==> config.mk <==
export PLATFORM = sky130hd
export DESIGN_NAME = drac_initiator
export DESIGN_NICKNAME = d
export VERILOG_FILES = /design/src/rtl/drac_initiator.sv
export SDC_FILE = /design/constraint.sdc
export NUM_CORES = 1
export LEC_CHECK = 0
export CORE_AREA = 2 2 262 264
export CTS_BUF_LIST = sky130_fd_sc_hd__clkbuf_8 sky130_fd_sc_hd__clkbuf_16
export CTS_CLUSTER_SIZE = 16
export DETAILED_ROUTE_END_ITERATION = 10
export DIE_AREA = 0 0 264 266
export PLACE_DENSITY_LB_ADDON = 0.08
export SYNTH_ARGS = -nofsm -noshare
export SYNTH_HDL_FRONTEND = slang
export SYNTH_SLANG_ARGS = --single-unit
==> constraint.sdc <==
create_clock -name ck -period 7.35 [get_ports ck]
set_input_delay 1.1025 -clock ck [delete_from_list [all_inputs] [get_ports ck]]
set_output_delay 1.1025 -clock ck [all_outputs]
set_load 0.02 [all_outputs]
==> src/rtl/drac_initiator.sv <==
// Word-to-line initiator for the DRAM controller system port with a single 32-byte
// write-combining buffer that drains on miss, full line, read, flush request or idle timeout.
module drac_initiator #(
  parameter int unsigned FLUSH_TIMEOUT = 64,
  parameter int unsigned TIMER_W       = 8
) (
  input  logic         ck,
  input  logic         reset,
  input  logic         req_rd,
  input  logic         req_wr,
  input  logic [29:0]  req_addr,
  input  logic [31:0]  req_wdat,
  input  logic [3:0]   req_be,
  input  logic         flush,
  output logic         req_ack,
  output logic [31:0]  req_rdat,
  output logic         req_rvalid,
  output logic         busy,
  output logic         srd,
  output logic         swr,
  output logic [28:0]  sa,
  output logic [255:0] swdat,
  output logic [31:0]  smsk,
  input  logic [255:0] srdat,
  input  logic         srdy
);

  typedef enum logic [1:0] {StIdle, StWrIssue, StRdIssue, StRdDone} state_e;

  state_e               state_q, state_d;
  logic                 valid_q, valid_d;
  logic [28:0]          sa_q, sa_d;
  logic [255:0]         swdat_q, swdat_d;
  logic [31:0]          smsk_q, smsk_d;
  logic [TIMER_W-1:0]   timer_q, timer_d;
  logic                 ack_q, ack_d;
  logic                 rvalid_q, rvalid_d;
  logic [31:0]          rdat_q, rdat_d;

  logic [2:0]  lane;
  logic [28:0] req_line;
  logic        line_hit;
  logic        can_take;

  assign lane     = req_addr[2:0];
  assign req_line = {req_addr[29:3], 2'b00};
  assign line_hit = valid_q && (sa_q == req_line);
  // The cycle carrying an ack is blind to requests: the requester is still dropping them.
  assign can_take = !ack_q;

  always_comb begin
    state_d  = state_q;
    valid_d  = valid_q;
    sa_d     = sa_q;
    swdat_d  = swdat_q;
    smsk_d   = smsk_q;
    timer_d  = timer_q;
    ack_d    = 1'b0;
    rvalid_d = 1'b0;
    rdat_d   = rdat_q;

    unique case (state_q)
      StIdle: begin
        if (can_take && req_rd) begin
          // Reads always go to memory, so a dirty buffer is written back first.
          if (valid_q) begin
            state_d = StWrIssue;
          end else begin
            state_d = StRdIssue;
            sa_d    = req_line;
          end
        end else if (can_take && req_wr) begin
          if (valid_q && !line_hit) begin
            state_d = StWrIssue;
          end else begin
            for (int b = 0; b < 4; b++) begin
              if (req_be[b]) begin
                swdat_d[{lane, 2'(b), 3'b000} +: 8] = req_wdat[8*b +: 8];
                smsk_d[{lane, 2'(b)}]               = 1'b0;
              end
            end
            valid_d = 1'b1;
            sa_d    = req_line;
            timer_d = '0;
            ack_d   = 1'b1;
          end
        end else if (valid_q && (smsk_q == 32'h0)) begin
          state_d = StWrIssue;
        end else if (valid_q && flush) begin
          state_d = StWrIssue;
        end else if (valid_q && (FLUSH_TIMEOUT != 0)) begin
          timer_d = timer_q + 1'b1;
          if (timer_d == TIMER_W'(FLUSH_TIMEOUT)) begin
            state_d = StWrIssue;
          end
        end
      end
      StWrIssue: begin
        if (srdy) begin
          state_d = StIdle;
          valid_d = 1'b0;
          smsk_d  = '1;
          timer_d = '0;
        end
      end
      StRdIssue: begin
        if (srdy) begin
          rdat_d   = srdat[{lane, 5'b00000} +: 32];
          ack_d    = 1'b1;
          rvalid_d = 1'b1;
          state_d  = StRdDone;
        end
      end
      StRdDone: state_d = StIdle;
      default:  state_d = StIdle;
    endcase
  end

  always_ff @(posedge ck) begin
    if (reset) begin
      state_q  <= StIdle;
      valid_q  <= 1'b0;
      sa_q     <= '0;
      swdat_q  <= '0;
      smsk_q   <= '1;
      timer_q  <= '0;
      ack_q    <= 1'b0;
      rvalid_q <= 1'b0;
      rdat_q   <= '0;
    end else begin
      state_q  <= state_d;
      valid_q  <= valid_d;
      sa_q     <= sa_d;
      swdat_q  <= swdat_d;
      smsk_q   <= smsk_d;
      timer_q  <= timer_d;
      ack_q    <= ack_d;
      rvalid_q <= rvalid_d;
      rdat_q   <= rdat_d;
    end
  end

  assign req_ack    = ack_q;
  assign req_rvalid = rvalid_q;
  assign req_rdat   = rdat_q;
  assign busy       = (state_q != StIdle) || valid_q;
  assign srd        = (state_q == StRdIssue);
  assign swr        = (state_q == StWrIssue);
  assign sa         = sa_q;
  assign swdat      = swdat_q;
  assign smsk       = smsk_q;

endmodule

==> metrics.md, run 1 <==
| Metric | Value |
|---|---|
| Top_reg_cell synth | `dfxtp_1` |
| Placer's final routability congestion estimate | `0.908` |
| Number of buffers inserted by post-CTS setup repair | `0` |
| Number of placed I/O pins | `682` |
| Endpoint required time on the critical path | `7.86 ns` |
| Setup clock skew after layout | `0.0286 ns` |
| Post-CTS Resized | `0` |
| Final HPWL from detailed placement | `61100 um` |
| Via count of the first global-routing pass | `between 15000 and 20000` |
| Drc violations | `0` |
| Class of the worst hold path | `reg2reg` |
| CTS tree | `yes` |
| Die height | `~270 um` |
| Latest clock arrival within the worst-skew pair | `0.59 ns` |
| Register-to-Register Path Depth | `7` |
| Launch point of the worst path | `req_wr` |
| Result of the run | `finished, final reports clean` |
| Global-route wire length before repair | `114000 um` |
| WP data arrival | `4.56 ns` |
| Critical-path cell with the highest stage delay | `a21o_2` |
| Via total after detailed routing | `16000` |
| Number of distinct library cells after synthesis | `67` |
| Fraction of final layout cells sized beyond drive strength 1 | `0.0642` |
| Finish-stage setup viols | `0` |
| Number of levels the H-tree was split into | `2` |
| Residual antenna-violating net count after detailed routing | `0` |
| Core area | `~0.068 sq mm` |
| Count of warnings emitted by yosys | `0` |
| Worst hold path cell count | `2` |
| Average instance area after synthesis | `roughly 9.1 sq um` |
| Cell area after synthesis | `about 0.016 sq mm` |
| WL final | `79500 um` |
| Maximum clock rate | `246 MHz` |
| Critical path class | `in2reg` |
| Die Wd | `264 um` |
| Post-Syn Instances | `roughly 1800` |
| Area delta synth->final | `54.9%` |
| Total of hold buffers inserted after clock tree synthesis | `0` |
| Fraction of the yosys area taken by sequential cells | `0.438` |
| Critical path startpoint category | `input pin` |
| Count of nets after finishing | `2762` |
| CTS Root Cell | `clkbuf_16` |
| Clock transition at the registers of the reported paths | `~0.060 ns` |
| Row Count | `96` |
| Worst min-delay path endpoint | `swdat[158]` |
| Unrepaired setup endpoints after global routing | `no` |
| Post-route clock period utilization | `0.552` |
| Total congestion overflow after global routing | `0` |
| Number of iterations in the first detailed-routing pass | `5` |
| Final worst path period need | `4.06 ns` |
| CTS max path bufs | `3` |
| PortBufs | `just under 700` |
| Total count of hold-check failures in the final report | `0` |
| Worst-Margin Slew | `1.19 ns` |
| Static Leakage | `9.81 nW` |
| Total clock sinks | `360` |
| Worst max-slew margin expressed relative to the limit | `0.206` |
| Avg Vias per Cell | `between 4 and 5` |
| Drt initial violations | `995` |
| Count of max-cap constraint violations | `0` |
| Endpoint of the worst register-to-register path | `swdat[227]` |
| Share of synthesized flip-flops with an asynchronous set or reset | `0` |
| Number of flops mapped to enable cells by yosys | `0` |
| Number of buffers created by CTS | `44` |
| Number of antenna violations at the first check in global routing | `16` |
| Full die area | `about 0.07 sq mm` |
| Total power draw | `5.42 mW` |
| Largest stage delay on the critical path | `0.74 ns` |
| Max VDD drop | `between 0.1 and 0.15 mV` |
| Sequence of cells on the critical path | `clkdlybuf4s50_1 > nand2b_4 > or4_4 > nor4_4 > a21o_2 > buf_4 > and3_1 > mux2i_1` |
| Critical register-to-register path startpoint | `req_ack` |
| Cell Pwr Density | `213 mW/mm^2` |
| Flop-to-flop setup slack | `3.94 ns` |
| Start point of the worst hold path | `swdat[158]` |
| CP Capture Type | `flop` |
| Synthesis-stage register bit count | `360` |
| Largest net degree at the start of global routing | `118` |
| Final TNS setup | `0 ns` |
| Max-slew violation count | `0` |
| Max Fanout on Critical Path | `21` |
| Total routing usage reported by global routing | `0.219` |
| Starting utilization of the core area | `0.243` |
| Routed wire length per instance | `23.7 um` |
-- placed cells by master (no fill, tap or decap), types with 6 or more instances in the layout --
cell type / synthesis / layout
mux4_2: 10 / 10
diode_2: 0 / 6
mux2i_1: 295 / 295
a31oi_1: 43 / 43
a311oi_1: 9 / 9
buf_4: 3 / 27
nand2_1: 428 / 428
xnor2_1: 25 / 25
a21oi_1: 44 / 43
ha_1: 7 / 7
nand3_4: 13 / 13
a22oi_1: 6 / 6
clkdlybuf4s50_1: 0 / 675
nor2b_1: 12 / 12
inv_1: 8 / 21
nor4_1: 8 / 8
clkinv_2: 0 / 7
clkbuf_8: 0 / 10
a221oi_1: 26 / 26
dfxtp_1: 360 / 360
clkbuf_16: 0 / 45
nand4_1: 8 / 8
nor3_1: 23 / 21
a211oi_1: 22 / 22
nand3_1: 41 / 41
and2_1: 7 / 6
and3_1: 12 / 12
nor2_1: 114 / 111
a22o_1: 28 / 28
mux2_2: 16 / 16
o21ai_0: 40 / 40
or3_1: 11 / 11
-- worst max-delay path, delay by kind of cell --
kind	cells	cell delay, ns
AOI/OAI and AO/OA	1	0.74
buffers and inverters	2	0.94
and+or+nand+nor	4	1.47
muxes	1	0.25
-- cells by family after synthesis --
family	Yosys count	share of synthesized area
and+or+nand+nor	704	0.197
DFF	360	0.438
xor gates and xnor gates	28	0.0149
muxes	321	0.204
AOI/OAI and AO/OA	246	0.102
other	1	0.000228
adders and majority gates	7	0.00533
buffers and inverters	142	0.0375
-- sequential cells by signal (all words and copies together), names as in the netlist --
name        cells
req_ack         1
req_rdat       32
req_rvalid      1
sa             27
smsk           32
state_q         2
swdat         256
timer_q         8
valid_q         1
-- power breakdown --
part	internal (mW)	switching (mW)
logic	0.489	0.612
registers	2.03	0.0681
clock network	1.32	0.905
total	3.84	1.59
-- stage by stage --
step                 util  area, sq um  worst slack (ns)  cells  hold slack [ns]
floorplan               -        16400              3.93   1810            0.460
global placement    0.354        24000              2.79   3263            0.443
detailed placement  0.354        24000              2.69   3263            0.446
CTS                 0.376        25500              3.31   3343            0.460
global route        0.376        25500              3.14   3344            0.475
finish              0.376        25500              3.29   3349            0.457
-- metal layers --
layer  vias up  global-route usage  part of all wire
li1       7604                   -                 -
met1      7701               0.265              0.41
met2       552               0.380              0.49
met3        93              0.0682             0.078
met4        12              0.0456             0.019
met5         -                   0            0.0011
-- synth_stat cells (9+ instances only) --
cell type | number | area, sq um
mux4_2 | 10 | 225
clkbuf_1 | 88 | 330
a221oi_1 | 26 | 228
or3_1 | 11 | 68.8
xnor2_1 | 25 | 219
a22o_1 | 28 | 245
nor3_1 | 23 | 115
buf_1 | 15 | 56.3
a311oi_1 | 9 | 78.8
a21oi_1 | 44 | 220
a31oi_1 | 43 | 269
nor2b_1 | 12 | 75.1
and3_1 | 12 | 75.1
mux2_2 | 16 | 180
nand2_1 | 428 | 1610
nand3_4 | 13 | 228
dfxtp_1 | 360 | 7210
o21ai_0 | 40 | 200
buf_2 | 21 | 105
mux2i_1 | 295 | 2950
nor2_1 | 114 | 428
nand3_1 | 41 | 205
a211oi_1 | 22 | 165
-- layout make-up --
class	instances	area [sq um]
fill	6890	42300
clock inverter	25	220
antenna	6	15.0
tap	882	1100
clock buffer	55	1260
timing repair buffer	703	6960
sequential	360	7210
inverter	10	45.0
multi-input combinational	1308	8650
-- how the worst max path moves through the flow --
stage | end | slack [ns]
finish | swdat[227] | 3.29
global route | swdat[230] | 3.14
CTS | swdat[230] | 3.31
detailed placement | swdat[230] | 2.69
global placement | swdat[231] | 2.79
floorplan | swdat[160] | 3.93
Power figures use the tool's default switching activity.
==> inputs of run 2 (changes only) <==
--- a/config.mk
+++ b/config.mk
@@ -5,11 +5,11 @@
 export SDC_FILE = /design/constraint.sdc
 export NUM_CORES = 1
 export LEC_CHECK = 0
-export CORE_AREA = 2 2 262 264
+export CORE_AREA = 2 2 266 268
 export CTS_BUF_LIST = sky130_fd_sc_hd__clkbuf_8 sky130_fd_sc_hd__clkbuf_16
 export CTS_CLUSTER_SIZE = 16
 export DETAILED_ROUTE_END_ITERATION = 10
-export DIE_AREA = 0 0 264 266
+export DIE_AREA = 0 0 268 270
 export PLACE_DENSITY_LB_ADDON = 0.08
 export SYNTH_ARGS = -nofsm -noshare
 export SYNTH_HDL_FRONTEND = slang
==> constraint.sdc (replaced) <==
create_clock -name ck -period 4.1 [get_ports ck]
set_input_delay 0.615 -clock ck [delete_from_list [all_inputs] [get_ports ck]]
set_output_delay 0.615 -clock ck [all_outputs]
set_load 0.02 [all_outputs]
==> run 2 against run 1 <==
Combinational power is 82% higher. Clock power increased by 89%. Register-to-register slack worse by 2.8 ns. Worst hold slack got worse by 0.00096 ns. Via count rose by 0.48%. Largest cell class unchanged. Die area rose by 3.0%. Critical path depth is the same. Largest power group unchanged.
==> metrics.md, run 2 (synthesis results as in run 1) <==
| Metric | Value |
|---|---|
| Critical path class | `in2reg` |
| CTS tree | `yes` |
| Via total after detailed routing | `16000 (+0.48%)` |
| Residual antenna-violating net count after detailed routing | `0 (unchanged)` |
| Total congestion overflow after global routing | `0 (unchanged)` |
| Via count of the first global-routing pass | `16300 (+1.1%)` |
| Number of buffers inserted by post-CTS setup repair | `0 (unchanged)` |
| Sequence of cells on the critical path | `clkdlybuf4s50_1 > nand2b_4 > or4_4 > nor4_4 > a21o_2 > buf_12 > and3_1 > mux2i_1` |
| Placer's final routability congestion estimate | `0.892 (-1.7%)` |
| Critical-path cell with the highest stage delay | `or4_4` |
| Routed wire length per instance | `22.9 um (-3.7%)` |
| PortBufs | `679 (unchanged)` |
| Number of buffers created by CTS | `44 (unchanged)` |
| Maximum clock rate | `about 320 MHz` |
| Final worst path period need | `3.10 ns` |
| Final TNS setup | `0 ns (unchanged)` |
| Clock transition at the registers of the reported paths | `0.06 ns (about the same)` |
| Core area | `0.0695 sq mm (+2.7%)` |
| Number of levels the H-tree was split into | `2 (unchanged)` |
| Worst-Margin Slew | `1.22 ns (+0.0312 ns)` |
| Sequential cell area in the final layout | `0.00721 sq mm (unchanged)` |
| Area after detailed placement | `0.0242 sq mm (+1.0%)` |
| Worst max-slew margin expressed relative to the limit | `0.187 (-0.0198)` |
| Largest net degree at the start of global routing | `167 (+42%)` |
| Cell Pwr Density | `386 mW/mm^2 (+81%)` |
| Finish-stage setup viols | `0 (unchanged)` |
| Area of the multi-input gates | `0.00865 sq mm (unchanged)` |
| Row Count | `97 (+1.0%)` |
| Final core area utilization | `0.371 (-0.00465)` |
| Latest clock arrival within the worst-skew pair | `0.57 ns (-0.02 ns)` |
| Result of the run | `finished, final reports clean` |
| CTS Root Cell | `clkbuf_16` |
| Starting utilization of the core area | `0.236 (-0.00628)` |
| WP data arrival | `3.60 ns (-0.96 ns)` |
| Max-slew violation count | `0 (unchanged)` |
| Static Leakage | `9.92 nW (+1.1%)` |
| Number of antenna violations at the first check in global routing | `14 (-2)` |
| Most common library cell in the layout ignoring fill and taps | `clkdlybuf4s50_1` |
| Drt initial violations | `867 (-13%)` |
| Total count of hold-check failures in the final report | `0 (unchanged)` |
| Pre-CTS WS | `0.398 ns (-2.29 ns)` |
| Number of iterations in the first detailed-routing pass | `5 (unchanged)` |
| WL final | `78500 um (-1.4%)` |
| Number of placed I/O pins | `682 (unchanged)` |
| Count of nets after finishing | `2778 (+0.58%)` |
| Final HPWL from detailed placement | `60500 um (-0.93%)` |
| CP Capture Type | `flop` |
| Setup clock skew after layout | `0.0167 ns (-0.0119 ns)` |
| Critical path startpoint category | `input pin` |
| Drc violations | `0 (unchanged)` |
| Commonest cells after routing, fill and taps aside | `clkdlybuf4s50_1, nand2_1, dfxtp_1, mux2i_1, nor2_1` |
| CTS max path bufs | `3 (unchanged)` |
| Total routing usage reported by global routing | `0.210 (-0.00921)` |
| Die height | `270 um (+1.5%)` |
| Full die area | `0.0724 sq mm (+3.0%)` |
| Final design instance area without fill | `0.0258 sq mm (+1.4%)` |
| Class of the worst hold path | `reg2reg` |
| Largest stage delay on the critical path | `0.56 ns (-0.18 ns)` |
| Max Fanout on Critical Path | `19 (-9.5%)` |
| Global-route wire length before repair | `113000 um (-1.6%)` |
| Total power draw | `9.96 mW (+84%)` |
| Count of max-cap constraint violations | `0 (unchanged)` |
| Fraction of final layout cells sized beyond drive strength 1 | `0.0746 (+0.0104)` |
| Total of hold buffers inserted after clock tree synthesis | `0 (unchanged)` |
| Post-route clock period utilization | `0.757` |
| Filler Cell Count | `6995 (+1.5%)` |
| Max VDD drop | `0.261 mV (+90%)` |
| Avg Vias per Cell | `4.67 (-1.9%)` |
| Endpoint required time on the critical path | `4.60 ns (-3.26 ns)` |
| Worst setup slack after layout | `0.998 ns (-2.29 ns)` |
| Max reg flops | `256 (unchanged)` |
| Post-CTS Resized | `0 (unchanged)` |
| Unrepaired setup endpoints after global routing | `no` |
| Die Wd | `268 um (+1.5%)` |
| Total clock sinks | `360 (unchanged)` |
| Area delta synth->final | `57.1%` |
## run 2: cell count changes in the layout (fill, tap and decap cells not counted), moves of 2 or more
cell,delta
clkbuf_8,+2
clkinvlp_4,+3
inv_1,-9
bufinv_16,+2
clkinv_2,+3
buf_12,+4
diode_2,+6
buf_4,+12
## run 2: through the flow
stage,instances,hold slack [ns]
2_1_floorplan,1810,0.460
3_3_place_gp,3337,0.443
3_5_place_dp,3337,0.448
4_1_cts,3419,0.458
5_1_grt,3424,0.474
6_report,3431,0.456
## run 2: final timing paths
path | slack [ns] | startpoint | to | depth (start not counted)
worst min register to register | 0.46 | swdat[176] | swdat[176] | 2
worst min-delay path | 0.46 | swdat[176] | swdat[176] | 2
worst max register to register | 1.12 | req_ack | swdat[205] | 7
worst max-delay path | 1.0 | req_wr | swdat[205] | 8
## run 2: layer usage
metal / GRT usage / wire (um) / vias up
met1: 0.244 / 31500 / 7710
met5: 0 / 16 / -
met2: 0.357 / 38200 / 551
li1: - / - / 7661
met3: 0.0694 / 6420 / 115
met4: 0.0720 / 2360 / 2
## run 2: power breakdown
part           total [mW]  internal [mW]  switching (mW)
combinational        2.00          0.898            1.10
sequential           3.77           3.64           0.128
clock                4.20           2.57            1.63
## run 2: final cells by class
| class | count | area share |
|---|---|---|
| Antenna cell | 12 | 0.00116 |
| Clock buffer | 58 | 0.0510 |
| Clock inverter | 24 | 0.0102 |
| Inverter | 10 | 0.00174 |
| Multi-Input combinational cell | 1308 | 0.335 |
| Sequential cell | 360 | 0.279 |
| Tap cell | 940 | 0.0455 |
| Timing Repair Buffer | 719 | 0.276 |
## run 2: critical path, delay by kind of cell
kind / cells / cell delay [ns]
AO/OA/AOI/OAI: 1 / 0.40
multiplexers: 1 / 0.25
buffers and inverters: 2 / 0.80
AND/OR/NAND/NOR: 4 / 1.51
==> inputs of run 3 (changes only) <==
--- a/config.mk
+++ b/config.mk
@@ -5,11 +5,11 @@
 export SDC_FILE = /design/constraint.sdc
 export NUM_CORES = 1
 export LEC_CHECK = 0
-export CORE_AREA = 2 2 266 268
+export CORE_AREA = 2 2 264 266
 export CTS_BUF_LIST = sky130_fd_sc_hd__clkbuf_8 sky130_fd_sc_hd__clkbuf_16
 export CTS_CLUSTER_SIZE = 16
 export DETAILED_ROUTE_END_ITERATION = 10
-export DIE_AREA = 0 0 268 270
+export DIE_AREA = 0 0 266 268
 export PLACE_DENSITY_LB_ADDON = 0.08
 export SYNTH_ARGS = -nofsm -noshare
 export SYNTH_HDL_FRONTEND = slang
==> constraint.sdc (replaced) <==
create_clock -name ck -period 2.67 [get_ports ck]
set_input_delay 0.4005 -clock ck [delete_from_list [all_inputs] [get_ports ck]]
set_output_delay 0.4005 -clock ck [all_outputs]
set_load 0.02 [all_outputs]
==> run 3 against run 2 <==
First-iteration DRC count shrank 1.5%. Combinational power grew 62%. Register-to-register slack lost 0.91 ns. Sequential share of layout area shrank 0.45 points. Critical path type is now reg2out. Non-clock buffer count grew 66. Clock skew shrank 0.0052 ns. Routed wire length is essentially flat. Final cell count is essentially flat.
==> metrics.md, run 3 (synthesis results as in run 1) <==
| Metric | Value |
|---|---|
| Final worst path period need | `about 2.5 ns` |
| Total count of hold-check failures in the final report | `0 (unchanged)` |
| Most common library cell in the layout ignoring fill and taps | `clkdlybuf4s50_1` |
| Total routing usage reported by global routing | `0.213 (+0.00297)` |
| Endpoint required time on the critical path | `2.27 ns (-2.33 ns)` |
| CTS Root Cell | `clkbuf_16` |
| Area delta synth->final | `59.6%` |
| Row Count | `96 (-1.0%)` |
| Cell class contributing the biggest share of worst-path delay | `buffers and inverters` |
| Result of the run | `finished, final reports clean` |
| Launch point of the worst path | `state_q[1]` |
| Largest stage delay on the critical path | `0.61 ns (+0.05 ns)` |
| Number of buffers and inverters on the critical path | `2 (unchanged)` |
| Minimum hold slack | `0.284 ns (-0.172 ns)` |
| Critical register-to-register path startpoint | `sa[16]` |
| CTS tree | `yes` |
| Sequence of cells on the critical path | `nor3_1 > inv_1 > clkdlybuf4s50_1` |
| Global-route wire length before repair | `112000 um (-0.29%)` |
| Flop-to-flop setup slack | `0.21 ns (-0.91 ns)` |
| Filler Cell Count | `6853 (-2.0%)` |
| Residual antenna-violating net count after detailed routing | `0 (unchanged)` |
| Endpoint of the worst setup timing path | `busy` |
| Register-to-Register Path Depth | `8 (+1)` |
| Die Wd | `266 um (-0.75%)` |
| Portion of total power attributed to combinational logic | `0.218 (+0.018)` |
| Final HPWL from detailed placement | `61100 um (+1.0%)` |
| Latest clock arrival within the worst-skew pair | `0.57 ns (about the same)` |
| Clock transition at the registers of the reported paths | `0.06 ns (about the same)` |
| Via total after detailed routing | `16200 (+1.1%)` |
| Clk pwr share | `0.394 (-0.028)` |
| Drc violations | `0 (unchanged)` |
| Die height | `268 um (-0.74%)` |
| Class of the worst hold path | `in2reg` |
| Endpoint of the worst register-to-register path | `swdat[230]` |
| Post-route clock period utilization | `0.952` |
| WL final | `78400 um (about the same)` |
| Placer's final routability congestion estimate | `0.943 (+5.7%)` |
| CTS max path bufs | `3 (unchanged)` |
| Total clock sinks | `360 (unchanged)` |
| Number of logic stages on the critical path including buffering | `3 (-5)` |
| Worst hold path cell count | `2 (unchanged)` |
| Via count of the first global-routing pass | `16500 (+1.1%)` |
| Full die area | `0.0713 sq mm (-1.5%)` |
| Fraction of final layout cells sized beyond drive strength 1 | `0.0935 (+0.0188)` |
| Core area | `0.0682 sq mm (-1.9%)` |
| Internal power component | `10.6 mW (+49%)` |
| Starting utilization of the core area | `0.241 (+0.00457)` |
| Number of antenna violations at the first check in global routing | `21 (+7)` |
| Largest net degree at the start of global routing | `74 (-56%)` |
| Drt initial violations | `854 (-1.5%)` |
| Worst max-slew margin expressed relative to the limit | `0.174 (-0.0124)` |
| Cell Pwr Density | `567 mW/mm^2 (+47%)` |
| Finish-stage setup viols | `0 (unchanged)` |
| Max reg flops | `256 (unchanged)` |
| Total congestion overflow after global routing | `0 (unchanged)` |
| Final core area utilization | `0.385 (+0.0134)` |
| Unrepaired setup endpoints after global routing | `no` |
| WP data arrival | `2.14 ns (-1.46 ns)` |
| Area of the multi-input gates | `0.00866 sq mm (about the same)` |
| Commonest cells after routing, fill and taps aside | `clkdlybuf4s50_1, nand2_1, dfxtp_1, mux2i_1, nor2_1` |
| Number of levels the H-tree was split into | `2 (unchanged)` |
| Max Fanout on Critical Path | `8 (-11)` |
| Number of iterations in the first detailed-routing pass | `5 (unchanged)` |
| Critical-path cell with the highest stage delay | `clkdlybuf4s50_1` |
| CP Capture Type | `primary output` |
| Power share of the sequential group | `0.388 (+0.010)` |
| Switching power | `4.29 mW (+51%)` |
| Routed wire length per instance | `22.9 um (about the same)` |
| Setup clock skew after layout | `0.0115 ns (-0.00517 ns)` |
| Critical path class | `reg2out` |
| Max-slew violation count | `0 (unchanged)` |
| Critical path startpoint category | `flop` |
| PortBufs | `679 (unchanged)` |
| Maximum clock rate | `approximately 390 MHz` |
| Switching power share of the total | `0.289 (+0.00228)` |
| Worst-Margin Slew | `1.24 ns (+0.0188 ns)` |
| Count of max-cap constraint violations | `0 (unchanged)` |
| Sequential cell area in the final layout | `0.00721 sq mm (unchanged)` |
| Number of buffers created by CTS | `43 (-2.3%)` |
| Number of placed I/O pins | `682 (unchanged)` |
| Count of nets after finishing | `2843 (+2.3%)` |
| Avg Vias per Cell | `4.73 (+1.1%)` |
| Max VDD drop | `0.474 mV (+82%)` |
| Static Leakage | `10.2 nW (+3.2%)` |
## run 3: power groups by stage
stage	sequential, mW	combinational, mW	clock (mW)
after floorplan	6.08	1.34	0
after global placement	5.88	3.26	0
after detailed placement	5.89	3.26	0
after CTS	5.78	3.28	6.05
after global routing	5.81	3.47	6.26
final	5.78	3.24	5.85
## run 3: worst min path at each step
| stage | slack [ns] | to | from |
|---|---|---|---|
| after detailed placement | 0.45 | swdat[255] | swdat[255] |
| after floorplan | 0.46 | timer_q[6] | timer_q[6] |
| after global placement | 0.44 | swdat[246] | swdat[246] |
| final | 0.28 | swdat[145] | reset |
| after CTS | 0.26 | swdat[145] | reset |
| after global routing | 0.28 | swdat[145] | reset |
## run 3: final cells by class
cell class | instances | area share
Timing Repair Buffer | 785 | 0.298
Inverter | 10 | 0.00172
Antenna cell | 11 | 0.00105
Multi-Input combinational cell | 1308 | 0.330
Clock inverter | 21 | 0.00720
Tap cell | 882 | 0.0420
Clock buffer | 52 | 0.0457
Sequential cell | 360 | 0.275
## run 3: metal layers
layer	global-route usage	wire length, um	vias to the layer above	share of wire
li1	-	-	7766	-
met1	0.248	31600	7773	0.40
met2	0.361	37700	543	0.48
met3	0.0775	6860	112	0.088
met4	0.0683	2170	16	0.028
met5	0	103	-	0.0013
## run 3: per-stage QoR
stage,TNS (ns),power [mW],instance area (sq um),worst slack (ns),instances
finish,0,14.9,26300,0.128,3429
global route,0,15.5,26200,0.0283,3424
CTS,0,15.1,26200,0.0914,3418
detailed placement,-92.68,9.15,24800,-0.380,3345
global placement,-77.36,9.14,24800,-0.316,3345
floorplan,-1.41,7.43,16400,-0.0442,1810
## run 3: timing repair
action | 4_1_cts | 5_1_grt
setup buffers | 0 | 0
resized for setup | 1 | 1
setup endpoints to repair | 1 | 1
hold buffers | 0 | 0
==> RTL edit 1 (flow settings as in run 3) <==
Reset style: asynchronous (`reset`), changed in one clocked block.
--- a/src/rtl/drac_initiator.sv
+++ b/src/rtl/drac_initiator.sv
@@ -116,7 +116,7 @@
     endcase
   end
 
-  always_ff @(posedge ck) begin
+  always_ff @(posedge ck or posedge reset) begin
     if (reset) begin
       state_q  <= StIdle;
       valid_q  <= 1'b0;
Function: not settled (the Yosys comparison gave no result); the edit may change what the design does.
==> RTL edit 1 against run 3 <==
Die area stayed put; core utilization increased by 2.1 points; non-clock buffer count increased by 5; final area is 5.5% higher; routed wire length up 5.9%; fmax rose by 0.21%; sequential cell count unchanged; cell count is 8.7% lower; setup slack improved by 0.0053 ns; global-route usage increased by 1.4 points; synthesized area is 5.1% higher; critical path type unchanged.
Power is not compared: it rests on default switching activity, and its combinational part moved more than twofold at a synthesized area within 25%.
==> RTL edit 1: results (changes against run 3) <==
Run status
  • Status: finished clean

Clocking
  • Clk Latency, worst-skew pair: 0.58 ns
  • Cts bufs inserted: 46 (+7.0%)
  • Post CTS Setup Buffer Count: 0 (unchanged)
  • Clk slew on worst S/H paths: 0.06 ns (about the same)

Final layout
  • Fillers: 6,624 (-3.3%)
  • Share of cells above drive strength 1: 0.230 (+0.136)
  • Max reg flops: 256 (unchanged)
  • Fin nets: 2,544 (-11%)

Logic synthesis
  • Synthesized instance count: 1,453 (-20%)
  • Post-synth top cells: dfrtp_1, mux2_2, nand2_1
  • Top post-synthesis cells by area: dfrtp_1, mux2_2, mux2i_1
  • Asr flop ratio synth: 1.00 (+1.00)
  • Number of unique standard cell types used by synthesis: 64 (-4.5%)
  • Sequential area share after synthesis: 0.524 (+0.0855)

Routing
  • Routed wl met3: 5.41 mm (-21%)
  • Vias post-DR: 15.0k (-7.7%)
  • Initial DRC Count: 702 (-18%)
  • Final wirelength: 83.0 mm (+5.9%)
  • Drt via density: 4.78 (+1.1%)
  • Met1 Wirelength: 32.8 mm (+3.9%)
  • Routed met2 length: 42.7 mm (+13%)

Global routing
  • Met2 Track Usage GR: 0.408 (+0.0471)
  • First-pass GRT wire length: 117 mm (+4.4%)
  • Global-route track usage on met1: 0.264 (+0.0158)
  • Initial antenna violation count: 16 (-24%)
  • Total track usage: 0.227 (+0.0142)
  • Largest net degree at the start of global routing: 79 (+6.8%)
  • Vias in the first global route: 15.8k (-4.2%)
  • Grt met3 use: 0.0601 (-0.0174)

Timing
  • Tcrit/Tclk final: 0.950 (-0.00197)
  • Post-route clock skew: 0.0266 ns (+0.0151 ns)
  • Worst-Margin Slew: 1.19 ns (-0.0487 ns)

Place
  • Dpl ws: -0.288 ns (+0.0919 ns)
  • Cell total after placement: 3,043 (-9.0%)
  • Routability Congestion: 0.894 (-5.2%)
  • Dpl hpwl: 64.1 mm (+4.9%)

Worst hold path
  • Worst hold-check path type: in -> async

Critical path
  • CP startpoint: state_q[1]$_DFFE_PP0P_
  • End point of the critical path: srd
  • Critical R2R Capture: swdat[67]$_DFFE_PP0P_
  • CP Max Fanout: 8 (unchanged)
  • Worst flop-to-flop path startpoint: sa[12]$_DFFE_PP0P_

Floorplan
  • Row count: 96 (unchanged)
## RTL edit 1: cell count changes in the layout (fill, tap and decap cells not counted), moves of 35 or more
cell,run 3,this run
inv_1,18,67
mux2_2,16,248
mux2i_1,295,88
nor2_1,111,49
dfrtp_1,0,328
dfxtp_1,360,0
and3_1,12,77
a31oi_1,43,8
nand2_1,428,127
## RTL edit 1: cells by family (layout without fill, tap and decap cells)
logic type | count (synthesis) | count (layout) | synth area share
DFF | 360 | 360 | 0.524
AOI/OAI and AO/OA | 202 | 202 | 0.0842
adders and majority gates | 7 | 7 | 0.00507
and+or+nand+nor | 365 | 365 | 0.114
muxes | 349 | 349 | 0.226
buffers and inverters | 142 | 930 | 0.0332
other | 1 | 9 | 0.000217
xor gates and xnor gates | 27 | 27 | 0.0137
## RTL edit 1: layout make-up
cell class                      instances  area share
Antenna cell                            7    0.000632
Clock buffer                           57      0.0474
Clock inverter                         24     0.00641
Inverter                               59     0.00813
Multi-Input combinational cell        952       0.278
Sequential cell                       360       0.327
Tap cell                              882      0.0398
Timing Repair Buffer                  790       0.293
## RTL edit 1: repair_timing
action                                  CTS  global route
resized for setup                         1             0
endpoints found under the setup margin    1             0
hold buffers                              0             0
## RTL edit 1: metrics by stage
step / hold slack (ns) / area [um2] / utilization
2_1_floorplan: 0.468 / 17300 / -
3_3_place_gp: 0.466 / 26200 / 0.384
3_5_place_dp: 0.470 / 26200 / 0.384
4_1_cts: 0.355 / 27700 / 0.406
5_1_grt: 0.378 / 27700 / 0.406
6_report: 0.391 / 27700 / 0.406
## RTL edit 1: critical path, stage by stage, from the launching register on
cell and delay, ns:
dfrtp_1 0.40, buf_4 0.17, nor2b_1 0.26, clkdlybuf4s50_1 0.74
==> RTL edit 2 (config.mk and constraints of run 3) <==
Made on the original files. Set the parameter `TIMER_W` to 7 (it was 8).
--- a/src/rtl/drac_initiator.sv
+++ b/src/rtl/drac_initiator.sv
@@ -2,7 +2,7 @@
 // write-combining buffer that drains on miss, full line, read, flush request or idle timeout.
 module drac_initiator #(
   parameter int unsigned FLUSH_TIMEOUT = 64,
-  parameter int unsigned TIMER_W       = 8
+  parameter int unsigned TIMER_W       = 7
 ) (
   input  logic         ck,
   input  logic         reset,
Function: not settled (the Yosys comparison gave no result); the edit may change what the design does.
==> RTL edit 2 against run 3 <==
Sequential share of layout area shrank 0.20 points; total power grew 6.9%; synthesized area shrank 1.1%; sequential cell count shrank 1; routed wire length grew 7.6%; setup slack gained 0.025 ns; final area grew 0.47%; synthesized cell count shrank 2.7%; non-clock buffer count shrank 3; combinational power grew 18%.
==> RTL edit 2: results (changes against run 3) <==
Timing
  • Post-route clock skew: 0.0291 ns (+0.0176 ns)
  • Worst relative slew slack: 0.456 (+0.282)
  • WHS: 0.233 ns (-0.0512 ns)

Pwr
  • Flop pwr share: 0.370 (-0.018)
  • LEAKAGE: 9.43 nW (-7.9%)
  • Max VDD drop: 448 uV (-5.5%)
  • Pwr/cell area: 603 mW/mm2 (+6.4%)
  • Clock power share: 0.389 (-0.005)
  • Switch Pwr: 4.72 mW (+10%)

Worst hold path
  • Endpoint, Worst Hold: swdat[139]$_SDFFE_PP0P_

Critical path
  • Worst reg-to-reg setup slack: 0.16 ns (-0.05 ns)
  • Worst r2r path cells: 9 (+1)
  • CP startpoint: valid_q$_SDFFE_PP0P_
  • Critical R2R Capture: swdat[211]$_SDFFE_PP0P_
  • CP max stage delay: 0.58 ns (-0.03 ns)
  • Worst EP arrival: 2.12 ns (-0.02 ns)
  • CP top delay family: buffers and inverters
  • Worst flop-to-flop path startpoint: sa[14]$_SDFFE_PP0P_

Logic synthesis
  • Sequential area share after synthesis: 0.442 (+0.00366)
  • Top post-synthesis cells by area: dfxtp_1, mux2i_1, nand2b_1
  • Syn_area_per_cell: 9.24 um2 (+1.7%)
  • Most common flop cell mapped by yosys: dfxtp_1
  • Number of unique standard cell types used by synthesis: 63 (-6.0%)
  • Post-synth top cells: dfxtp_1, nand2_1, mux2i_1
  • Asr flop ratio synth: 0 (unchanged)

Clocking
  • Clk slew on worst S/H paths: ~0.050 ns
  • Cts bufs inserted: 45 (+4.7%)
  • Post-CTS sizing: 0 (-1)
  • CTS max path bufs: 3 (unchanged)
  • Clk Latency, worst-skew pair: 0.59 ns (+0.02 ns)

Run status
  • Status: finished clean

Global routing
  • Largest net degree at the start of global routing: 107 (+45%)
  • First-pass GRT wire length: 118 mm (+5.6%)
  • Global-route track usage on met1: 0.290 (+0.0418)
  • Vias in the first global route: 16.0k (-3.1%)
  • Grt met3 use: 0.0544 (-0.0231)
  • Total track usage: 0.228 (+0.0157)
  • Initial antenna violation count: 9 (-57%)
  • Met2 Track Usage GR: 0.394 (+0.0324)

Final layout
  • Layout Cells excl Fill: 3,383 (-1.3%)
  • Share of cells above drive strength 1: 0.0994 (+0.00598)
  • Fin nets: 2,798 (-1.6%)
  • Max reg flops: 256 (unchanged)
  • Fillers: 6,837 (-0.23%)

Routing
  • Final wirelength: 84.4 mm (+7.6%)
  • Drt via density: 4.81 (+1.7%)
  • Initial DRC Count: 1,010 (+18%)

Place
  • Dpl hpwl: 65.8 mm (+7.7%)
  • Routability Congestion: 0.946 (+0.27%)
  • Cell total after placement: 3,297 (-1.4%)
  • Post-DP Area: 0.0249 mm2 (+0.14%)
  • Dpl ws: -0.490 ns (-0.109 ns)
[RTL edit 2: cell count changes after synthesis, sizes merged, moves of 31 or more]
cell,change
nand2b,+143
a31oi,-39
nand2,-215
nand3b,+81
mux2i,-127
o21ai,+81
a21o,+31
[RTL edit 2: layout make-up]
cell class              instances  area [um2]  share of cell area
flip-flops and latches        359        7190               0.273
diodes                          7        17.5            0.000664
clock buffers                  57        1290              0.0490
inverters                       6        22.5            0.000854
repair buffers                782        7970               0.302
clock inverters                21         186             0.00707
well taps                     882        1100              0.0418
multi-input cells            1269        8600               0.326
[RTL edit 2: logic make-up (layout without fill, tap and decap cells)]
kind of cell	count (synthesis)	in the layout	synth area share
flip-flops	359	359	0.442
multiplexers	210	210	0.150
AO/OA/AOI/OAI	312	312	0.129
adder cells (fa/ha/maj)	7	7	0.00539
other	1	9	0.000231
buffers and inverters	133	866	0.0335
XOR/XNOR	27	27	0.0145
AND/OR/NAND/NOR	711	711	0.225
[RTL edit 2: worst max-delay path by stage]
stage,to,slack [ns],cells past startpoint
2_1_floorplan,swdat[230]$_SDFFE_PP0P_,0.006,11
3_3_place_gp,swdat[210]$_SDFFE_PP0P_,-0.54,11
3_5_place_dp,swdat[210]$_SDFFE_PP0P_,-0.49,10
4_1_cts,swdat[211]$_SDFFE_PP0P_,0.03,9
5_1_grt,swdat[23]$_SDFFE_PP0P_,0.01,8
6_report,busy,0.15,3
[RTL edit 2: per-layer routing]
| metal | vias to the layer above | share of wire | wire length, um |
|---|---|---|---|
| met3 | 77 | 0.067 | 5670 |
| li1 | 7657 | - | - |
| met5 | - | 0.00031 | 26 |
| met4 | 4 | 0.015 | 1280 |
| met2 | 548 | 0.49 | 41100 |
| met1 | 7977 | 0.43 | 36400 |
